### src/rtl/alu_pkg.sv
// Shared definitions for the ALU/flag stage: function codes, flag bit positions, widths.
package alu_pkg;

   localparam int unsigned DATA_W = 8;
   localparam int unsigned MSB    = DATA_W - 1;

   localparam int unsigned FLAG_Z = 3;
   localparam int unsigned FLAG_C = 2;
   localparam int unsigned FLAG_N = 1;
   localparam int unsigned FLAG_O = 0;

   typedef enum logic [3:0] {
      FS_PASS_A = 4'h0,
      FS_PASS_B = 4'h1,
      FS_NOT_A  = 4'h2,
      FS_NOT_B  = 4'h3,
      FS_ADD    = 4'h4,
      FS_ADDC   = 4'h5,
      FS_SUB    = 4'h6,
      FS_AND    = 4'h7,
      FS_OR     = 4'h8,
      FS_XOR    = 4'h9,
      FS_LSL    = 4'hA,
      FS_LSR    = 4'hB,
      FS_ASR    = 4'hC,
      FS_CSL    = 4'hD,
      FS_CSR    = 4'hE,
      FS_MUL    = 4'hF
   } fun_sel_e;

   typedef enum logic {StIdle, StRun} mul_state_e;

endpackage

### src/rtl/alu_flag_unit_if.sv
// Request/result bundle between the register file, the ALU stage and its consumers.
interface alu_flag_unit_if;
   logic [7:0] A;
   logic [7:0] B;
   logic [3:0] FunSel;
   logic       InValid;
   logic       FlagWE;
   logic [7:0] OutALU;
   logic [7:0] OutHi;
   logic       OutValid;
   logic       Busy;
   logic [3:0] Flags;

   modport master (
      output A, B, FunSel, InValid, FlagWE,
      input  OutALU, OutHi, OutValid, Busy, Flags
   );

   modport slave (
      input  A, B, FunSel, InValid, FlagWE,
      output OutALU, OutHi, OutValid, Busy, Flags
   );
endinterface

### src/rtl/alu_mul_seq.sv
// 8-step shift-add unsigned multiplier. done/product are combinational on the last step
// so the caller can register the result on the same edge the final step completes.
module alu_mul_seq
   import alu_pkg::*;
(
   input  logic                  clk,
   input  logic                  rst,
   input  logic                  start,
   input  logic [DATA_W-1:0]     a,
   input  logic [DATA_W-1:0]     b,
   output logic                  busy,
   output logic                  done,
   output logic [2*DATA_W-1:0]   product
);
   mul_state_e          state_q, state_d;
   logic [2*DATA_W-1:0] mcand_q, acc_q, acc_d;
   logic [DATA_W-1:0]   mplier_q;
   logic [2:0]          cnt_q;

   assign acc_d   = acc_q + (mplier_q[0] ? mcand_q : '0);
   assign busy    = (state_q == StRun);
   assign done    = busy && (cnt_q == 3'd7);
   assign product = acc_d;

   always_comb begin
      state_d = state_q;
      unique case (state_q)
         StIdle: if (start) state_d = StRun;
         StRun:  if (cnt_q == 3'd7) state_d = StIdle;
      endcase
   end

   always_ff @(posedge clk or posedge rst) begin
      if (rst) begin
         state_q  <= StIdle;
         mcand_q  <= '0;
         mplier_q <= '0;
         acc_q    <= '0;
         cnt_q    <= '0;
      end else begin
         state_q <= state_d;
         if (state_q == StIdle && start) begin
            mcand_q  <= {{DATA_W{1'b0}}, a};
            mplier_q <= b;
            acc_q    <= '0;
            cnt_q    <= '0;
         end else if (state_q == StRun) begin
            acc_q    <= acc_d;
            mcand_q  <= mcand_q << 1;
            mplier_q <= mplier_q >> 1;
            cnt_q    <= cnt_q + 3'd1;
         end
      end
   end
endmodule

### src/rtl/alu_flag_unit.sv
// ALU stage with registered result and {Z,C,N,O} flags.
// Optional feature macro: ALU_MUL_EN adds the iterative multiplier on FunSel 1111.
module alu_flag_unit
   import alu_pkg::*;
(
   input logic            clk,
   input logic            rst,
   alu_flag_unit_if.slave bus
);
   fun_sel_e          fs;
   logic [DATA_W-1:0] a, b, res;
   logic [DATA_W:0]   sum;
   logic              c_in, c_new, o_new, accept, is_mul, busy;
   logic [3:0]        flags_sc;
   logic [DATA_W-1:0] out_alu_q;
   logic [3:0]        flags_q;
   logic              out_valid_q;

   assign fs     = fun_sel_e'(bus.FunSel);
   assign a      = bus.A;
   assign b      = bus.B;
   assign c_in   = flags_q[FLAG_C];
   assign accept = bus.InValid & ~busy;

   always_comb begin
      res   = a;
      sum   = '0;
      c_new = c_in;
      o_new = flags_q[FLAG_O];
      unique case (fs)
         FS_PASS_A, FS_MUL: res = a;
         FS_PASS_B: res = b;
         FS_NOT_A:  res = ~a;
         FS_NOT_B:  res = ~b;
         FS_ADD, FS_ADDC: begin
            sum   = {1'b0, a} + {1'b0, b} + {{DATA_W{1'b0}}, (fs == FS_ADDC) & c_in};
            res   = sum[MSB:0];
            c_new = sum[DATA_W];
            o_new = (a[MSB] == b[MSB]) && (res[MSB] != a[MSB]);
         end
         FS_SUB: begin
            // C=1 means no borrow
            sum   = {1'b0, a} + {1'b0, ~b} + {{DATA_W{1'b0}}, 1'b1};
            res   = sum[MSB:0];
            c_new = sum[DATA_W];
            o_new = (a[MSB] == ~b[MSB]) && (res[MSB] != a[MSB]);
         end
         FS_AND: res = a & b;
         FS_OR:  res = a | b;
         FS_XOR: res = a ^ b;
         FS_LSL: begin res = {a[MSB-1:0], 1'b0};   c_new = a[MSB]; end
         FS_LSR: begin res = {1'b0, a[MSB:1]};     c_new = a[0];   end
         FS_ASR: begin res = {a[MSB], a[MSB:1]};   c_new = a[0];   end
         FS_CSL: begin res = {a[MSB-1:0], c_in};   c_new = a[MSB]; end
         FS_CSR: begin res = {c_in, a[MSB:1]};     c_new = a[0];   end
      endcase
      flags_sc         = '0;
      flags_sc[FLAG_Z] = (res == '0);
      flags_sc[FLAG_C] = c_new;
      flags_sc[FLAG_N] = res[MSB];
      flags_sc[FLAG_O] = o_new;
   end

`ifdef ALU_MUL_EN
   logic [2*DATA_W-1:0] product;
   logic                mul_done, mul_we_q;
   logic [DATA_W-1:0]   out_hi_q;
   logic [3:0]          flags_mul;

   assign is_mul    = (fs == FS_MUL);
   assign bus.OutHi = out_hi_q;

   alu_mul_seq u_mul (
      .clk     (clk),
      .rst     (rst),
      .start   (accept & is_mul),
      .a       (a),
      .b       (b),
      .busy    (busy),
      .done    (mul_done),
      .product (product)
   );

   always_comb begin
      flags_mul         = '0;
      flags_mul[FLAG_Z] = (product == '0);
      flags_mul[FLAG_C] = (product[2*DATA_W-1:DATA_W] != '0);
      flags_mul[FLAG_N] = product[2*DATA_W-1];
      flags_mul[FLAG_O] = (product[2*DATA_W-1:DATA_W] != '0);
   end

   // FlagWE is sampled with the request, so it must survive the 8 multiply steps
   always_ff @(posedge clk or posedge rst) begin
      if (rst)                  mul_we_q <= 1'b0;
      else if (accept & is_mul) mul_we_q <= bus.FlagWE;
   end
`else
   assign is_mul    = 1'b0;
   assign busy      = 1'b0;
   assign bus.OutHi = '0;
`endif

   always_ff @(posedge clk or posedge rst) begin
      if (rst) begin
         out_alu_q   <= '0;
         flags_q     <= '0;
         out_valid_q <= 1'b0;
`ifdef ALU_MUL_EN
         out_hi_q    <= '0;
`endif
      end else begin
         out_valid_q <= 1'b0;
         if (accept && !is_mul) begin
            out_alu_q   <= res;
            out_valid_q <= 1'b1;
            if (bus.FlagWE) flags_q <= flags_sc;
`ifdef ALU_MUL_EN
            out_hi_q    <= '0;
`endif
         end
`ifdef ALU_MUL_EN
         if (mul_done) begin
            out_alu_q   <= product[DATA_W-1:0];
            out_hi_q    <= product[2*DATA_W-1:DATA_W];
            out_valid_q <= 1'b1;
            if (mul_we_q) flags_q <= flags_mul;
         end
`endif
      end
   end

   assign bus.OutALU   = out_alu_q;
   assign bus.OutValid = out_valid_q;
   assign bus.Busy     = busy;
   assign bus.Flags    = flags_q;
endmodule

### src/flat_wrapper.sv
// flat-port wrapper written by rule: the top's interface ports become plain ports
module alu_flag_unit_flat import alu_pkg::*;
  (clk, rst, bus_A, bus_B, bus_FunSel, bus_InValid, bus_FlagWE, bus_OutALU, bus_OutHi, bus_OutValid, bus_Busy, bus_Flags);
  alu_flag_unit_if bus_i ();
  input logic clk;
  input logic rst;
  input wire logic [$bits(bus_i.A)-1:0] bus_A;
  input wire logic [$bits(bus_i.B)-1:0] bus_B;
  input wire logic [$bits(bus_i.FunSel)-1:0] bus_FunSel;
  input wire logic [$bits(bus_i.InValid)-1:0] bus_InValid;
  input wire logic [$bits(bus_i.FlagWE)-1:0] bus_FlagWE;
  output wire logic [$bits(bus_i.OutALU)-1:0] bus_OutALU;
  output wire logic [$bits(bus_i.OutHi)-1:0] bus_OutHi;
  output wire logic [$bits(bus_i.OutValid)-1:0] bus_OutValid;
  output wire logic [$bits(bus_i.Busy)-1:0] bus_Busy;
  output wire logic [$bits(bus_i.Flags)-1:0] bus_Flags;
  assign bus_i.A = bus_A;
  assign bus_i.B = bus_B;
  assign bus_i.FunSel = bus_FunSel;
  assign bus_i.InValid = bus_InValid;
  assign bus_i.FlagWE = bus_FlagWE;
  assign bus_OutALU = bus_i.OutALU;
  assign bus_OutHi = bus_i.OutHi;
  assign bus_OutValid = bus_i.OutValid;
  assign bus_Busy = bus_i.Busy;
  assign bus_Flags = bus_i.Flags;
  alu_flag_unit u_core (.clk(clk), .rst(rst), .bus(bus_i));
endmodule
### config.mk
export PLATFORM = sky130hd
export DESIGN_NAME = alu_flag_unit_flat
export DESIGN_NICKNAME = d
export VERILOG_FILES = /design/src/rtl/alu_pkg.sv /design/src/rtl/alu_flag_unit_if.sv /design/src/rtl/alu_mul_seq.sv /design/src/rtl/alu_flag_unit.sv /design/src/flat_wrapper.sv
export SDC_FILE = /design/constraint.sdc
export NUM_CORES = 1
export LEC_CHECK = 0
export ABC_AREA = 1
export BUFFER_PORTS_ARGS = -buffer_cell sky130_fd_sc_hd__buf_2
export CAP_MARGIN = 40
export CELL_PAD_IN_SITES_DETAIL_PLACEMENT = 1
export CELL_PAD_IN_SITES_GLOBAL_PLACEMENT = 1
export CORE_MARGIN = 2
export CORE_UTILIZATION = 30
export DETAILED_ROUTE_END_ITERATION = 16
export PLACE_DENSITY_LB_ADDON = 0.1
export SYNTH_ARGS = -nofsm -noshare
export SYNTH_HDL_FRONTEND = slang
export SYNTH_HIERARCHICAL = 1
export SYNTH_SLANG_ARGS = --single-unit
### constraint.sdc
create_clock -name clk -period 2.6 [get_ports clk]
set_clock_uncertainty 0.05 [all_clocks]
set_input_delay 0.26 -clock clk [delete_from_list [all_inputs] [get_ports clk]]
set_output_delay 0.26 -clock clk [all_outputs]
set_load 0.05 [all_outputs]
-- Yosys cells after proc, flatten, opt, wreduce, memory -nomap -nowiden
Index checks and enable logic that the tools add are counted.
- register bits: 13
- bits of input ports: 24
- output and inout bits: 22
- logic and storage cells: 52
- add/subtract/negate cells: 4
- eq/ne operators: 19
- mux-type cells: 4
- bitwise operators: 7
- reductions and logical operators: 13
- operator list (cell ; number):
    $pmux W8 S14 ; 1
    $eq A4 B4 Y1 const B ; 8
    $add A8 B8 Y9 ; 2
    $eq A4 B3 Y1 const B ; 4
    $not A8 Y8 ; 2
    $add A9 B1 Y9 ; 1
    $add A9 B1 Y9 const B ; 1
    $and A8 B8 Y8 ; 1
    $eq A4 B2 Y1 const B ; 2
    $logic_not A8 Y1 ; 1
    $or A8 B8 Y8 ; 1
    $xor A8 B8 Y8 ; 1
    $reduce_and A3 Y1 ; 2
    $reduce_or A2 Y1 ; 3
    $eq A4 B1 Y1 const B ; 1
    $logic_not A4 Y1 ; 1
    $pmux W1 S4 ; 1
    $reduce_bool A4 Y1 ; 1
    $reduce_or A3 Y1 ; 1
    $eq A1 B1 Y1 ; 2
    $logic_and A1 B1 Y1 ; 2
    $ne A1 B1 Y1 ; 2
    $pmux W1 S2 ; 1
    $reduce_and A2 Y1 ; 1
    4 further kinds ; 4

-- Longest topological paths before layout
Gate-level depths: netlist of the first run.
- depth in word-level cells: 6
- gate-level depth with buffers: 19
- depth with buffers taken out: 19

-- Worst setup path after synthesis of the first run
OpenSTA, ideal clock, no wires.
- path kind: register to register
- from: reg u_core.flags_q[2], in the netlist u_core/bus.Flags[2]
- to: reg u_core.flags_q[3], in the netlist u_core/bus.Flags[3]
- library setup time: 66 ps
- arrival time: 2306 ps
- data required time: 2484 ps
- slack: 178 ps
- cell stages (with the launch flop): 16
- buffers on the path: 0
- period minus slack after synthesis: 2422 ps
- cells stage by stage: dfrtp_1 > nand3_1 > fa_1 > inv_1 > fa_1 > inv_1 > nor2_1 > nor2_1 > nand3_1 > nor2_1 > nor2_1 > nor2_1 > nand2_1 > nor2_1 > nand2_1 > nand2_1
- cells in the longest elaborated chain, start to end: 4
- RTL lines (item ; line ; RTL):
    start, declared ; alu_flag_unit.sv:16 ; logic [3:0] flags_q;
    start signal, assigned ; alu_flag_unit.sv:116 ; if (bus.FlagWE) flags_q <= flags_sc;
    $and A1 B1 Y1 ; alu_flag_unit.sv:36 ; sum = {1'b0, a} + {1'b0, b} + {{DATA_W{1'b0}}, (fs == FS_ADDC) & c_in};
    $add A9 B1 Y9 ; alu_flag_unit.sv:36 ;
    $pmux W8 S14 * ; alu_flag_unit.sv:30 ; unique case (fs)
    $logic_not A8 Y1 * ; alu_flag_unit.sv:58 ; flags_sc[FLAG_Z] = (res == '0);
Every way passes the cells marked *; elsewhere a longest branch is shown, timed or not.
A chain may end at the register's enable or synchronous reset.

-- Worst setup path in the final report of the first run
Ends and elaborated chain as after synthesis.

==> impl_results.md, run 1 <==
- Status: finished with violations
- Peak Freq: 411.6 MHz
- Crit path max fanout: 2
- Path type of the worst min-delay path: input port to asynchronous set/reset pin
- Synth warnings: 6
- Final HPWL DP: about 7500 um
- Min Hold Slack: -0.01018 ns
- Worst skew pair latency: between 0.2 and 0.25 ns
- CP arrival: around 2.6 ns
- Final wirelength: just under 9000 um
- Crit Path Class: flip-flop to flip-flop
- Num rows: 32
- TNS Setup: 0 ns
- DRT Pass-1 Iters: 4
- Crit path capture type: flip-flop
- Final min period: 2.429 ns
- Normalized max-slew margin: 0.5104
- Num ports: 46
- Vias in the first global route: between 2,000 and 3,000
- Synth Cell Area: around 2300 sq um
- Power per cell area: 379.0 nW/um^2
- CTS H-tree depth: 1
- Netlist cell types: 27
- Worst setup SP type: flip-flop
- Clock Tree Buf Depth: 2
- Clk slew on worst S/H paths: 0.06 ns
- Most common cell after layout, fill and taps aside: nand2_1
- Fillers: about 1,100
- Number of diodes: 0
- Largest area contributor in the netlist: nand2_1
- Largest net degree at the start of global routing: 14
- Die H: roughly 92 um
- Vias: roughly 2,800
- Grt ovf: 0
- Failing checks: negative hold slack
- Mapped Avg Cell Area: 5.491 sq um
- Chip width: 92.20 um
- Max cap viols: 0
- Cells after Synth: around 430
- Reg area: 325.3 sq um
- Initial Util: 0.3051
- Post-CTS Setup Inserts: 0
- Clk sink count: 13
- CTS Hold Bufs: 0
- Nets: approximately 530
- Slew @ Worst Pin: between 0.7 and 0.8 ns
- R2r setup slk: about 0.17 ns
- Gpl congestion: around 0.84
- Reg2reg path depth: 14
- Die area: between 8000 and 9000 sq um
- WL/cell: around 15 um
- CTS tree: done
- Antenna violation net count after detailed routing: 0
- Synth area leaders: nand2_1 (27%), dfrtp_1 (14%), ha_1 (13%), nor2_1 (9.5%), inv_1 (8.8%)
- Synthesis-to-finish area growth: 17.86%
- DRT iter0 DRCs: between 90 and 100
- Initial antenna violation count: 0
- Final Cycle Share: 0.9344
- Leakage power: around 0.0016 uW
- Critical Path RT: ~2.7 ns
- Core ar.: between 7000 and 8000 sq um
- Sequential share of the synthesized area: 0.1394
- FF-to-FF End: u_core/bus.Flags[3]
- #FFs+latches synth: 13
- Pins over their slew limit: 0
- CTS root buffer: clkbuf_8
- Share of layout cells above drive strength 1: 0.1282
- RSZ-0062 raised after global routing: no
- Total GRT Usage: 0.2169
- Worst r2r src: u_core/bus.Flags[2]
- Post-cts sizing count: 0
- Top cell type's share of synthesized area: 0.2654
- Global-route wire length before repair: 14,570 um
- Vias/cell: 4.827
- Final hold viol count: 13
- Area of the multi-input gates: ~1700 sq um
- CTS Buf Count: 3
- Setup Viol. Count Final: 0
- Most frequent cells in the layout: nand2_1 (165), nor2_1 (59), inv_1 (55)
- Drt drc: 0
- PortBufs: 36
- Maximum VDD drop: 0.0001400 V
-- cell families after synthesis --
family / after synthesis / share of synthesized area
AOI/OAI and AO/OA: 28 / 0.06756
and+or+nand+nor: 283 / 0.4960
buffers and inverters: 71 / 0.1335
xor gates and xnor gates: 2 / 0.007508
adders and majority gates: 27 / 0.1544
other: 1 / 0.001607
DFF: 13 / 0.1394
-- power breakdown --
part	leakage (uW)	internal [uW]	total [uW]	switching (uW)
sequential	0.000163	236	254	17.8
clock	0.0000228	108	178	69.7
combinational	0.00142	171	611	440
-- worst max-delay path by stage --
stage | startpoint | to | slack [ns] | cells after the start
finish | u_core/bus.Flags[2] | u_core/bus.Flags[3] | 0.17 | 14
global route | u_core/bus.Flags[2] | u_core/bus.Flags[3] | 0.01 | 14
CTS | u_core/bus.Flags[2] | u_core/bus.Flags[3] | 0.17 | 14
detailed placement | bus_FunSel[0] | u_core/bus.Flags[3] | 0.03 | 17
global placement | bus_FunSel[0] | u_core/bus.Flags[3] | 0.08 | 17
floorplan | u_core/bus.Flags[2] | u_core/bus.Flags[3] | 0.18 | 15
-- critical path, stage by stage, from the launching register on --
cell	delay, ns
dfrtp_1	0.40
nand3_1	0.11
fa_1	0.17
inv_1	0.06
fa_1	0.38
or2_2	0.28
nand3_1	0.08
nand2_1	0.05
nor3_1	0.15
nand3_1	0.21
nor2_1	0.15
nand2_1	0.06
nor2_1	0.11
nand2_1	0.06
nand2_1	0.05
-- layer usage --
metal	global-route usage	wire length (um)	vias up
met5	0	0	-
met4	0.04726	161	0
met3	0.01150	210	11
met2	0.3799	4214	49
met1	0.2941	4307	1328
li1	-	-	1402
-- registers in the layout (all words and copies together) (netlist names) --
register             cells
u_core/bus.OutALU        8
u_core/bus.OutValid      1
u_core/bus.Flags         4
-- synth_stat cells --
cell type and n:
nand2_1 165, nor2_1 59, inv_1 55, nand3_1 40, ha_1 24, dfrtp_1 13, a21oi_1 12, buf_4 9
o21ai_0 9, nand4_1 8, nor3_1 5, buf_2 3, fa_1 3, nand3b_1 3, nand2_2 2, o211ai_1 2
o21a_1 2, xor2_1 2, a22o_1 1, buf_1 1, buf_6 1, clkbuf_1 1, conb_1 1, inv_2 1
o21bai_1 1, o22ai_1 1, or2_2 1
-- cell type report --
class                           count  share of cell area
Timing Repair Buffer               54              0.1146
Multi-Input combinational cell    349              0.6278
Tap cell                          102             0.04641
Clock buffer                        4             0.01638
Sequential cell                    13              0.1183
Inverter                           56             0.07643
-- stage by stage --
stage	cells	total power, uW	setup slack, ns	area [sq um]	util
after global placement	574	858.5	0.07719	2705	0.3537
final	578	1042	0.1706	2750	0.3596
after detailed placement	574	868.0	0.02755	2705	0.3537
after CTS	578	1052	0.1712	2750	0.3596
after floorplan	433	672.8	0.1781	2364	-
after global routing	578	1125	0.01116	2750	0.3596
Power figures use the tool's default switching activity.
==> inputs of run 2 (changes only) <==
--- a/config.mk
+++ b/config.mk
@@ -5,13 +5,13 @@
 export SDC_FILE = /design/constraint.sdc
 export NUM_CORES = 1
 export LEC_CHECK = 0
-export ABC_AREA = 1
 export BUFFER_PORTS_ARGS = -buffer_cell sky130_fd_sc_hd__buf_2
 export CAP_MARGIN = 40
 export CELL_PAD_IN_SITES_DETAIL_PLACEMENT = 1
 export CELL_PAD_IN_SITES_GLOBAL_PLACEMENT = 1
 export CORE_MARGIN = 2
 export CORE_UTILIZATION = 30
+export CTS_CLUSTER_SIZE = 12
 export DETAILED_ROUTE_END_ITERATION = 16
 export PLACE_DENSITY_LB_ADDON = 0.1
 export SYNTH_ARGS = -nofsm -noshare
==> run 2 against run 1 <==
Global-route usage is 1.0 points lower. Largest cell class unchanged. Critical endpoint is now u_core/bus.OutALU[6]. First-iteration DRC count up 46%. Total power is 20% higher. Via count down 0.86%. The flow finishes with violations (negative setup slack). Worst hold slack better by 0.25 ns. Non-clock buffer count up 41. Synthesized area is 10% higher. Highest routed layer unchanged.
==> impl_results.md, run 2 <==
- #FFs+latches synth: 13
- TNS Setup: -0.1078 ns
- Max cap viols: 0
- Synth warnings: 6
- Most numerous cell in the Yosys netlist: inv_1
- Synth Cell Area: 2575 sq um
- Num ports: 46
- Clock Tree Buf Depth: 2
- Initial antenna violation count: 0
- CP arrival: ~2.7 ns
- Synthesis-to-finish area growth: 26.38%
- DRT iter0 DRCs: between 100 and 150
- Peak Freq: 375.3 MHz
- Gpl congestion: 0.8698
- Final Instance Area: about 3300 sq um
- Max reg flops: 8
- CTS Buf Count: 3
- Mapped Avg Cell Area: 7.733 sq um
- Global-route wire length before repair: 15,950 um
- Ys async rst share: 1.000
- Core ar.: 8258 sq um
- Total GRT Usage: 0.2066
- Final hold viol count: 0
- Slew @ Worst Pin: a little under 0.8 ns
- Critical Path RT: between 2 and 3 ns
- Normalized max-slew margin: 0.4677
- Slowest stage cell, crit path: dfrtp_1
- Most common cell after layout, fill and taps aside: buf_4
- Setup Viol. Count Final: 2
- Worst path top cell family by delay: compound AO/OA/AOI/OAI gates
- Number of diodes: 0
- Final HPWL DP: ~7400 um
- Initial Util: 0.3118
- WL/cell: between 15 and 20 um
- Die area: about 9300 sq um
- RSZ-0062 raised after global routing: yes
- Maximum VDD drop: around 0.00024 V
- Netlist cell types: 71
- DRT Pass-1 Iters: 5
- Util after Layout: 0.3941
- Vias in the first global route: between 2,000 and 3,000
- Antenna violation net count after detailed routing: 0
- CP most frequent cell: fa_2
- Cell Area, Placed: 3103 sq um
- CP peak stage delay: 0.39 ns
- Setup WS post-layout: -0.06428 ns
- Cells after Synth: between 300 and 400
- Final min period: around 2.7 ns
- Worst skew pair latency: between 0.2 and 0.3 ns
- Most used DFF post-synth: dfrtp_1
- Vias/cell: 5.424
- Pins over their slew limit: 0
- Share of layout cells above drive strength 1: 0.3210
- Vias: about 2,800
- Crit path capture type: flip-flop
- Failing checks: negative setup slack
- CP Buf/Inv Count: 2
- Synth area leaders: dfrtp_1 (13%), ha_1 (12%), inv_1 (4.2%), a21oi_1 (4.1%), buf_4 (4.1%)
- Power per cell area: 383.9 nW/um^2
- Crit path max fanout: 3
- Status: finished with violations
- Clk sink count: 13
- Largest net degree at the start of global routing: 35
- Final Cycle Share: 1.025
- Path type of the worst min-delay path: input port to flip-flop
- CTS root buffer: clkbuf_8
- Most frequent cells in the layout: buf_4 (58), buf_2 (36), inv_1 (27)
- Clk slew on worst S/H paths: about 0.060 ns
- Post-synth top cells: inv_1 (29), ha_1 (24), nor2_1 (23)
- Nets: approximately 460
- Worst path cell trace: nand4b_1 -> fa_2 -> inv_2 -> fa_2 -> a21oi_4 -> o31ai_4 -> buf_4 -> nand2_2 -> o41a_1 -> o21ai_2 -> o32a_1 -> mux2_4
- Grt ovf: 0
- Num rows: 33
- Leakage power: between 0.001 and 0.0015 uW
- Worst setup SP type: flip-flop
- Final wirelength: ~9700 um
- Largest area contributor in the netlist: dfrtp_1
- Top cell type's share of synthesized area: 0.1263
- EDFF count, synth: 0
- PortBufs: 36
- CTS tree: done
- Chip width: roughly 97 um
- Sequential share of the synthesized area: 0.1263
- Die H: slightly below 100 um
- Drt drc: 0
- CTS H-tree depth: 1
- Power Total: 1249 uW
- Crit Path Class: flip-flop to flip-flop
-- run 2: cell count changes after synthesis, sizes merged, moves of 8 or more --
cell,before,now
a21oi,12,21
buf,14,27
inv,56,31
mux2,0,11
nand2,167,20
nand2b,0,8
nand3,40,9
nor2,59,23
-- run 2: cells by family after synthesis --
family,after synthesis,synth area share
buffers and inverters,66,0.1356
and+or+nand+nor,103,0.2167
other,1,0.001456
adders and majority gates,27,0.1399
DFF,13,0.1263
xor gates and xnor gates,6,0.02041
muxes,16,0.06900
AOI/OAI and AO/OA,101,0.2906
-- run 2: where the power goes --
part           switching (uW)  leakage [uW]  internal, uW
logic                     502       0.00131           303
clock network            75.0     0.0000228           109
registers                20.2      0.000153           241
total                     597       0.00149           652
-- run 2: cell type report --
class | instances | area, sq um
Fill cell | 1068 | 5004
Multi-Input combinational cell | 262 | 2011
Clock buffer | 4 | 45.04
Inverter | 31 | 116.4
Timing Repair Buffer | 95 | 625.6
Sequential cell | 13 | 325.3
Tap cell | 105 | 131.4
-- run 2: metrics by stage --
stage          std cells  hold WS, ns  worst slack (ns)
2_1_floorplan        341      0.08696           -0.2663
6_report             510       0.2395          -0.06428
4_1_cts              506       0.2290         -0.003539
3_5_place_dp         501       0.2643          -0.07471
3_3_place_gp         501       0.2569          -0.01518
5_1_grt              510       0.2470           -0.1801
-- run 2: repair_timing --
action | in CTS | in global routing
setup buffers | 0 | 4
setup endpoints to repair | 2 | 10
gates cloned | 0 | 0
resized for setup | 2 | 12
hold endpoints to repair | 10 | 0
pin swaps | 3 | 9
hold buffers | 1 | 0
-- run 2: routing by layer --
metal / GRT usage / share of wire / vias to the layer above
li1: - / - / 1356
met1: 0.2940 / 0.49 / 1353
met2: 0.3515 / 0.48 / 53
met3: 0.01734 / 0.024 / 4
met4: 0.02275 / 0.0067 / 0
met5: 0 / 0 / -
-- run 2: final timing paths --
check,start,end,slack [ns],depth (start not counted)
min,bus_InValid,u_core/bus.OutValid,0.24,1
min reg2reg,u_core/bus.Flags[3],u_core/bus.Flags[3],0.43,2
max in group asynchronous,rst,u_core/bus.Flags[3],1.63,3
min in group asynchronous,rst,u_core/bus.OutALU[0],0.53,3
max reg2reg,u_core/bus.Flags[2],u_core/bus.OutALU[6],-0.06,12
max,u_core/bus.Flags[2],u_core/bus.OutALU[6],-0.06,12
